[src/rtl/dice_display_scan.sv]
// dice_display_scan
// Drives an 8-digit common-anode seven-segment display from the dice game
// outputs. Digits 7..4 carry status text, digits 3..2 the decimal dice sum,
// digit 1 die 1 and digit 0 die 2. The inputs are captured once at the start
// of every frame so one frame never shows two different game states. While
// the captured state is a win or a loss, the whole display blinks.

`timescale 1ns/1ps

module dice_display_scan #(
    parameter int REFRESH_DIV  = 100000,
    parameter int BLINK_FRAMES = 24
) (
    input  logic       CLK,
    input  logic       reset,
    input  logic       Win,
    input  logic       Lose,
    input  logic       Roll,
    input  logic [2:0] DiceOut1,
    input  logic [2:0] DiceOut2,
    output logic [7:0] Anode,
    output logic [6:0] Cathode
);

    localparam int RW = (REFRESH_DIV > 1) ? $clog2(REFRESH_DIV) : 1;
    localparam int FW = (BLINK_FRAMES > 1) ? $clog2(BLINK_FRAMES) : 1;

    localparam logic [RW-1:0] REFRESH_LAST = RW'(REFRESH_DIV - 1);
    localparam logic [FW-1:0] FRAME_LAST   = FW'(BLINK_FRAMES - 1);

    // Active-low segment patterns, bit order {g,f,e,d,c,b,a}
    localparam logic [6:0] SEG_0     = 7'b1000000;
    localparam logic [6:0] SEG_1     = 7'b1111001;
    localparam logic [6:0] SEG_2     = 7'b0100100;
    localparam logic [6:0] SEG_3     = 7'b0110000;
    localparam logic [6:0] SEG_4     = 7'b0011001;
    localparam logic [6:0] SEG_5     = 7'b0010010;
    localparam logic [6:0] SEG_6     = 7'b0000010;
    localparam logic [6:0] SEG_7     = 7'b1111000;
    localparam logic [6:0] SEG_8     = 7'b0000000;
    localparam logic [6:0] SEG_9     = 7'b0010000;
    localparam logic [6:0] SEG_P     = 7'b0001100;
    localparam logic [6:0] SEG_A     = 7'b0001000;
    localparam logic [6:0] SEG_S     = 7'b0010010;
    localparam logic [6:0] SEG_L     = 7'b1000111;
    localparam logic [6:0] SEG_O     = 7'b1000000;
    localparam logic [6:0] SEG_E     = 7'b0000110;
    localparam logic [6:0] SEG_R_LO  = 7'b0101111;
    localparam logic [6:0] SEG_O_LO  = 7'b0100011;
    localparam logic [6:0] SEG_BLANK = 7'b1111111;
    localparam logic [6:0] SEG_DASH  = 7'b0111111;

    // Status words, element [3] lands on digit 7 and element [0] on digit 4
    localparam logic [3:0][6:0] TEXT_PASS = {SEG_P, SEG_A, SEG_S, SEG_S};
    localparam logic [3:0][6:0] TEXT_LOSE = {SEG_L, SEG_O, SEG_S, SEG_E};
    localparam logic [3:0][6:0] TEXT_ROLL = {SEG_R_LO, SEG_O_LO, SEG_L, SEG_L};

    typedef enum logic {
        PHASE_OFF = 1'b0,
        PHASE_ON  = 1'b1
    } phase_e;

    typedef struct packed {
        logic       win;
        logic       lose;
        logic       roll;
        logic [2:0] die1;
        logic [2:0] die2;
    } snap_t;

    logic [RW-1:0]   refreshQ, refreshD;
    logic [2:0]      idxQ, idxD;
    logic [FW-1:0]   frameQ, frameD;
    phase_e          phaseQ, phaseD;
    snap_t           snapQ, snapD;
    logic [7:0]      anodeQ, anodeD;
    logic [6:0]      cathodeQ, cathodeD;

    logic            refreshWrap;
    logic            frameStart;
    logic            frameEnd;
    logic            blinkActive;
    logic            outBlank;
    logic            sumValid;
    logic [3:0]      diceSum;
    logic [3:0]      sumOnesVal;
    logic [6:0]      sumTensSeg;
    logic [6:0]      sumOnesSeg;
    logic [3:0][6:0] textSeg;
    logic [6:0]      digitSeg;

    function automatic logic [6:0] segDecimal(input logic [3:0] value);
        logic [6:0] seg;
        case (value)
            4'd0:    seg = SEG_0;
            4'd1:    seg = SEG_1;
            4'd2:    seg = SEG_2;
            4'd3:    seg = SEG_3;
            4'd4:    seg = SEG_4;
            4'd5:    seg = SEG_5;
            4'd6:    seg = SEG_6;
            4'd7:    seg = SEG_7;
            4'd8:    seg = SEG_8;
            4'd9:    seg = SEG_9;
            default: seg = SEG_BLANK;
        endcase
        return seg;
    endfunction

    // A die of 0 has not been rolled yet and 7 is an illegal face
    function automatic logic [6:0] segDie(input logic [2:0] value);
        logic [6:0] seg;
        case (value)
            3'd0:    seg = SEG_BLANK;
            3'd7:    seg = SEG_DASH;
            default: seg = segDecimal({1'b0, value});
        endcase
        return seg;
    endfunction

    function automatic logic dieIsFace(input logic [2:0] value);
        return (value != 3'd0) && (value != 3'd7);
    endfunction

    // Refresh counter paces each digit; its wrap advances the digit index
    always_comb begin
        refreshWrap = (refreshQ == REFRESH_LAST);
        frameStart  = (refreshQ == '0) && (idxQ == 3'd0);
        frameEnd    = refreshWrap && (idxQ == 3'd7);
        refreshD    = refreshWrap ? '0 : refreshQ + RW'(1);
        idxD        = refreshWrap ? idxQ + 3'd1 : idxQ;
    end

    // Capture the game state only on the first cycle of a frame
    always_comb begin
        snapD = snapQ;
        if (frameStart) begin
            snapD.win  = Win;
            snapD.lose = Lose;
            snapD.roll = Roll;
            snapD.die1 = DiceOut1;
            snapD.die2 = DiceOut2;
        end
        blinkActive = snapD.win | snapD.lose;
    end

    // Blink phase flips every BLINK_FRAMES frames, parked "on" outside win/lose
    always_comb begin
        frameD = frameQ;
        phaseD = phaseQ;
        if (!blinkActive) begin
            frameD = '0;
            phaseD = PHASE_ON;
        end else if (frameEnd) begin
            if (frameQ == FRAME_LAST) begin
                frameD = '0;
                phaseD = (phaseQ == PHASE_ON) ? PHASE_OFF : PHASE_ON;
            end else begin
                frameD = frameQ + FW'(1);
            end
        end
    end

    // Work out the segment pattern for the digit currently being scanned
    always_comb begin
        sumValid   = dieIsFace(snapD.die1) && dieIsFace(snapD.die2);
        diceSum    = {1'b0, snapD.die1} + {1'b0, snapD.die2};
        sumOnesVal = (diceSum >= 4'd10) ? (diceSum - 4'd10) : diceSum;
        sumOnesSeg = segDecimal(sumOnesVal);
        sumTensSeg = (diceSum >= 4'd10) ? SEG_1 : SEG_BLANK;

        // Idle and rolling share one word; the roll bit keeps a slot for an idle message
        if (snapD.win) begin
            textSeg = TEXT_PASS;
        end else if (snapD.lose) begin
            textSeg = TEXT_LOSE;
        end else begin
            textSeg = snapD.roll ? TEXT_ROLL : TEXT_ROLL;
        end

        case (idxQ)
            3'd0:    digitSeg = segDie(snapD.die2);
            3'd1:    digitSeg = segDie(snapD.die1);
            3'd2:    digitSeg = sumValid ? sumOnesSeg : SEG_BLANK;
            3'd3:    digitSeg = sumValid ? sumTensSeg : SEG_BLANK;
            default: digitSeg = textSeg[idxQ[1:0]];
        endcase
    end

    // Select the digit enable and blank the whole display in the off phase
    always_comb begin
        outBlank = blinkActive && (phaseQ == PHASE_OFF);
        anodeD   = outBlank ? 8'hFF : ~(8'h01 << idxQ);
        cathodeD = outBlank ? SEG_BLANK : digitSeg;
    end

    // State and output registers with synchronous active-low reset
    always_ff @(posedge CLK) begin
        if (!reset) begin
            refreshQ <= '0;
            idxQ     <= 3'd0;
            frameQ   <= '0;
            phaseQ   <= PHASE_ON;
            snapQ    <= '0;
            anodeQ   <= 8'hFF;
            cathodeQ <= SEG_BLANK;
        end else begin
            refreshQ <= refreshD;
            idxQ     <= idxD;
            frameQ   <= frameD;
            phaseQ   <= phaseD;
            snapQ    <= snapD;
            anodeQ   <= anodeD;
            cathodeQ <= cathodeD;
        end
    end

    assign Anode   = anodeQ;
    assign Cathode = cathodeQ;

endmodule

[config.mk]
export PLATFORM = sky130hd
export DESIGN_NAME = dice_display_scan
export DESIGN_NICKNAME = d
export VERILOG_FILES = /design/src/rtl/dice_display_scan.sv
export SDC_FILE = /design/constraint.sdc
export NUM_CORES = 1
export LEC_CHECK = 0
export CORE_MARGIN = 3
export CORE_UTILIZATION = 40
export DETAILED_ROUTE_END_ITERATION = 7
export GPL_ROUTABILITY_DRIVEN = 0
export GPL_TIMING_DRIVEN = 0
export PLACE_DENSITY = 0.58
export RECOVER_POWER = 50
export SETUP_SLACK_MARGIN = 0.05
export SYNTH_ARGS = -nofsm -noshare
export SYNTH_HDL_FRONTEND = slang
export SYNTH_SLANG_ARGS = --single-unit
[constraint.sdc]
create_clock -name CLK -period 7.21 [get_ports CLK]
set_input_delay 1.442 -clock CLK [delete_from_list [all_inputs] [get_ports CLK]]
set_output_delay 1.442 -clock CLK [all_outputs]
set_load 0.005 [all_outputs]
==> flow_summary.toml <==
[die]
ios = 26
dieHeight_um = 94.7
chipWidth_um = 94.7
core_area_um2 = 7450
fp-row-count = 31
start_util_pct = 42.2
die_area_um2 = 8960

[run]
cap_violations = 1

[grt]
grt_max_degree = 15
antenna_found_initial = 0
grt_pass1_vias = 2725
overflow = 0
grt_pass1_wl_mm = 12.9
groute.usage.overall_pct = 17.9

[pwr]
power_mw = 0.752
power.share.clock_pct = 27.0
power.density_nw_per_um2 = 211
ir_worst_vdd_uv = 113
p_leak_nw = 1.37
p_seq_share_pct = 38.6
combinationalPowerShare_pct = 34.4
intPower_mw = 0.502
power_switching_mw = 0.250
p_sw_share_pct = 33.2

[synthesis]
synth_top_cell_area_share_pct = 31.2
synth_top_area_cell = "dfxtp_1"
synth_warnings = 0
synthArstFlopShare_pct = 0
ys.flop_type = "dfxtp_1"
syn_inst = 370
yosysUniqueCellTypes = 61
synth_edf_count = 0
synthesis.nets = 404
synth.area.top_cells = "dfxtp_1 (31%), ha_1 (9.2%), nand3_1 (3.7%), nor2_1 (3.5%), nand2_1 (3.2%)"
ys_ff_latch = 49
syn_avg_cell_area_um2 = 8.50
seq_area_frac_synth_pct = 31.2
syn_area_um2 = 3140

[final_layout]
layout.nets = 434
syn2layout_area_growth_pct = 13.5
fillers = 756
layout_common_cells = "dfxtp_1 (49), nor2_1 (30), nand2_1 (27), nand3_1 (23), ha_1 (23)"
fin_cells = 500
final_common_cell = "dfxtp_1"
drive_gt1_share_pct = 5.74
num_antenna_cells = 0

[timing]
slew_headroom_pct = 1.82
whs_ns = 0.480
fmax_mhz = 175
hold_viol = 0
totalNegativeSetupSlack_ns = 0
fin_skew_ns = 0.0101
period_minus_slack_ns = 5.71
finalCritPeriodShare_pct = 79.2
setup_violations = 0
worst_pin_slew_ns = 1.46
rsz0062_at_grt = "false"
slew_violations = 0

[outcome]
outcome = "finished with violations"
violations = "max-capacitance violations"

[min_path]
hold_depth = 2
worstHoldPathType = "register to register"
min_from = "frameQ[1]$_SDFFE_PN0P_"
holdPathEnd = "frameQ[1]$_SDFFE_PN0P_"

[cts]
clock-sinks = 49
cts_root_buffer = "clkbuf_8"
htreeDepth = 2
hold_buffers = 0
post_cts_buffers = 0
clock_path_buffers = 2
cts_made_buffers = 5
clk_latency_ns = 0.30
clk_pin_slew_ns = 0.09
cts_resized = 0
cts_tree = "done"

[critical_path]
crit_fanout = 9
cp.buffers_inverters = 3
r2r_cells = 20
crit_path_cell_trace = "clkbuf_1 -> inv_1 -> ha_1 -> nor4b_1 -> nand3b_4 -> nor2_1 -> mux2i_1 -> inv_1 -> ha_1 -> ha_1 -> a211o_1 -> a211oi_1 -> nor2_1 -> nand2_2 -> ha_1 -> nor2_1 -> a31oi_1 -> o21ai_1 -> a2111oi_2 -> o221ai_1"
crit_family = "simple AND/OR/NAND/NOR gates"
timing.rr.end = "Cathode[0]$_SDFF_PP1_"
path_common_cell = "ha_1"
start_kind = "register"
critPathArrivalTime_ns = 5.87
rrSetupSlack_ns = 1.50
cp-end-kind = "register"
startpoint = "idxQ[1]$_SDFFE_PN0P_"
slowest_delay_ns = 0.62
worst_path_max_delay_cell = "nor4b_1"
required_ns = 7.37
path_class = "register to register"
rr_startpoint = "idxQ[1]$_SDFFE_PN0P_"

[detailed_routing]
drtIter0Drc = 83
avgViaCountPerCell = 5.57
drt-pass1-iter-count = 4
avgRoutedWirePerCell_um = 15.1
drt_wl_total_mm = 7.55
dr_total_vias = 2785
antenna_left = 0
drc = 0

[placed_design]
placedCellCount = 492
dp_hpwl_mm = 5.78
portBuffers = 23
-- logic make-up (layout without fill, tap and decap cells) --
| kind of cell | after synthesis | count (layout) | synth area share, % |
|---|---|---|---|
| DFF | 49 | 49 | 31.2 |
| and+or+nand+nor | 138 | 138 | 24.2 |
| buffers and inverters | 32 | 63 | 3.90 |
| AOI/OAI and AO/OA | 94 | 94 | 21.2 |
| xor gates and xnor gates | 20 | 20 | 5.57 |
| adders and majority gates | 23 | 23 | 9.15 |
| muxes | 14 | 14 | 4.78 |
-- power groups by stage --
| stage | Clock (mW) | Combinational (mW) | Sequential, mW |
|---|---|---|---|
| finish | 0.203 | 0.259 | 0.290 |
| global route | 0.219 | 0.288 | 0.292 |
| CTS | 0.208 | 0.263 | 0.291 |
| detailed placement | 0 | 0.261 | 0.297 |
| global placement | 0 | 0.260 | 0.297 |
| floorplan | 0 | 0.192 | 0.296 |
-- per-stage QoR --
step	worst slack, ns	util, %	instance area (um^2)
6_report	1.50	47.9	3570
5_1_grt	0.993	47.9	3570
4_1_cts	2.04	48.5	3610
3_5_place_dp	2.10	47.0	3500
3_3_place_gp	2.10	47.0	3500
2_1_floorplan	2.94	-	3140
-- cell usage after synthesis, types with 3 or more instances --
master / instances
ha_1: 23
dfxtp_1: 49
o211ai_1: 6
xnor2_1: 11
nor2_1: 29
mux2i_1: 10
a31oi_1: 5
a31o_2: 3
o31ai_1: 3
nor2b_1: 13
inv_1: 20
a22oi_1: 3
nand2b_1: 3
xor2_1: 9
a21oi_1: 19
o21ai_0: 19
or3_1: 6
nand2_1: 27
o221ai_1: 4
a21o_1: 3
nor3_1: 5
nand3_1: 23
and3_1: 8
nand4_1: 5
o21a_1: 4
clkbuf_1: 10
or4_1: 3
-- flip-flops by register name, indices dropped and copies added, names as in the netlist --
signal and cells:
Anode 8, Cathode 7, frameQ 5, idxQ 3, phaseQ 1, refreshQ 17
snapQ 8
-- cell type report --
class	instances	area [um^2]	share of cell area (%)
clock buffer	7	86.3	2.42
sequential	49	981	27.5
buffer	12	46.3	1.30
multi-input combinational	289	2000	55.9
timing repair buffer	23	230	6.45
clock inverter	1	30.0	0.842
tap	99	124	3.47
inverter	20	75.1	2.10
-- per-layer routing --
| layer | GRT usage [%] | vias up | wire, um |
|---|---|---|---|
| li1 | - | 1403 | - |
| met1 | 23.7 | 1323 | 3700 |
| met2 | 29.5 | 48 | 3470 |
| met3 | 3.35 | 11 | 274 |
| met4 | 5.05 | 0 | 115 |
| met5 | 0 | - | 0 |
-- worst max path at each step --
| stage | endpoint | slack (ns) | cells past startpoint |
|---|---|---|---|
| 2_1_floorplan | Cathode[0]$_SDFF_PP1_ | 2.94 | 21 |
| 3_3_place_gp | Cathode[0]$_SDFF_PP1_ | 2.10 | 21 |
| 3_5_place_dp | Cathode[0]$_SDFF_PP1_ | 2.10 | 15 |
| 4_1_cts | Cathode[0]$_SDFF_PP1_ | 2.04 | 21 |
| 5_1_grt | Cathode[0]$_SDFF_PP1_ | 0.99 | 20 |
| 6_report | Cathode[0]$_SDFF_PP1_ | 1.50 | 20 |
-- worst register-to-register path: cells and delay by family (launching register included) --
kind / cells / cell delay [ns]
AND/OR/NAND/NOR: 6 / 1.76
buffers and inverters: 3 / 0.52
adder cells (fa/ha/maj): 4 / 1.07
AO/OA/AOI/OAI: 6 / 1.35
multiplexers: 1 / 0.53
flip-flops: 1 / 0.33
(Power assumes the default switching activity.)
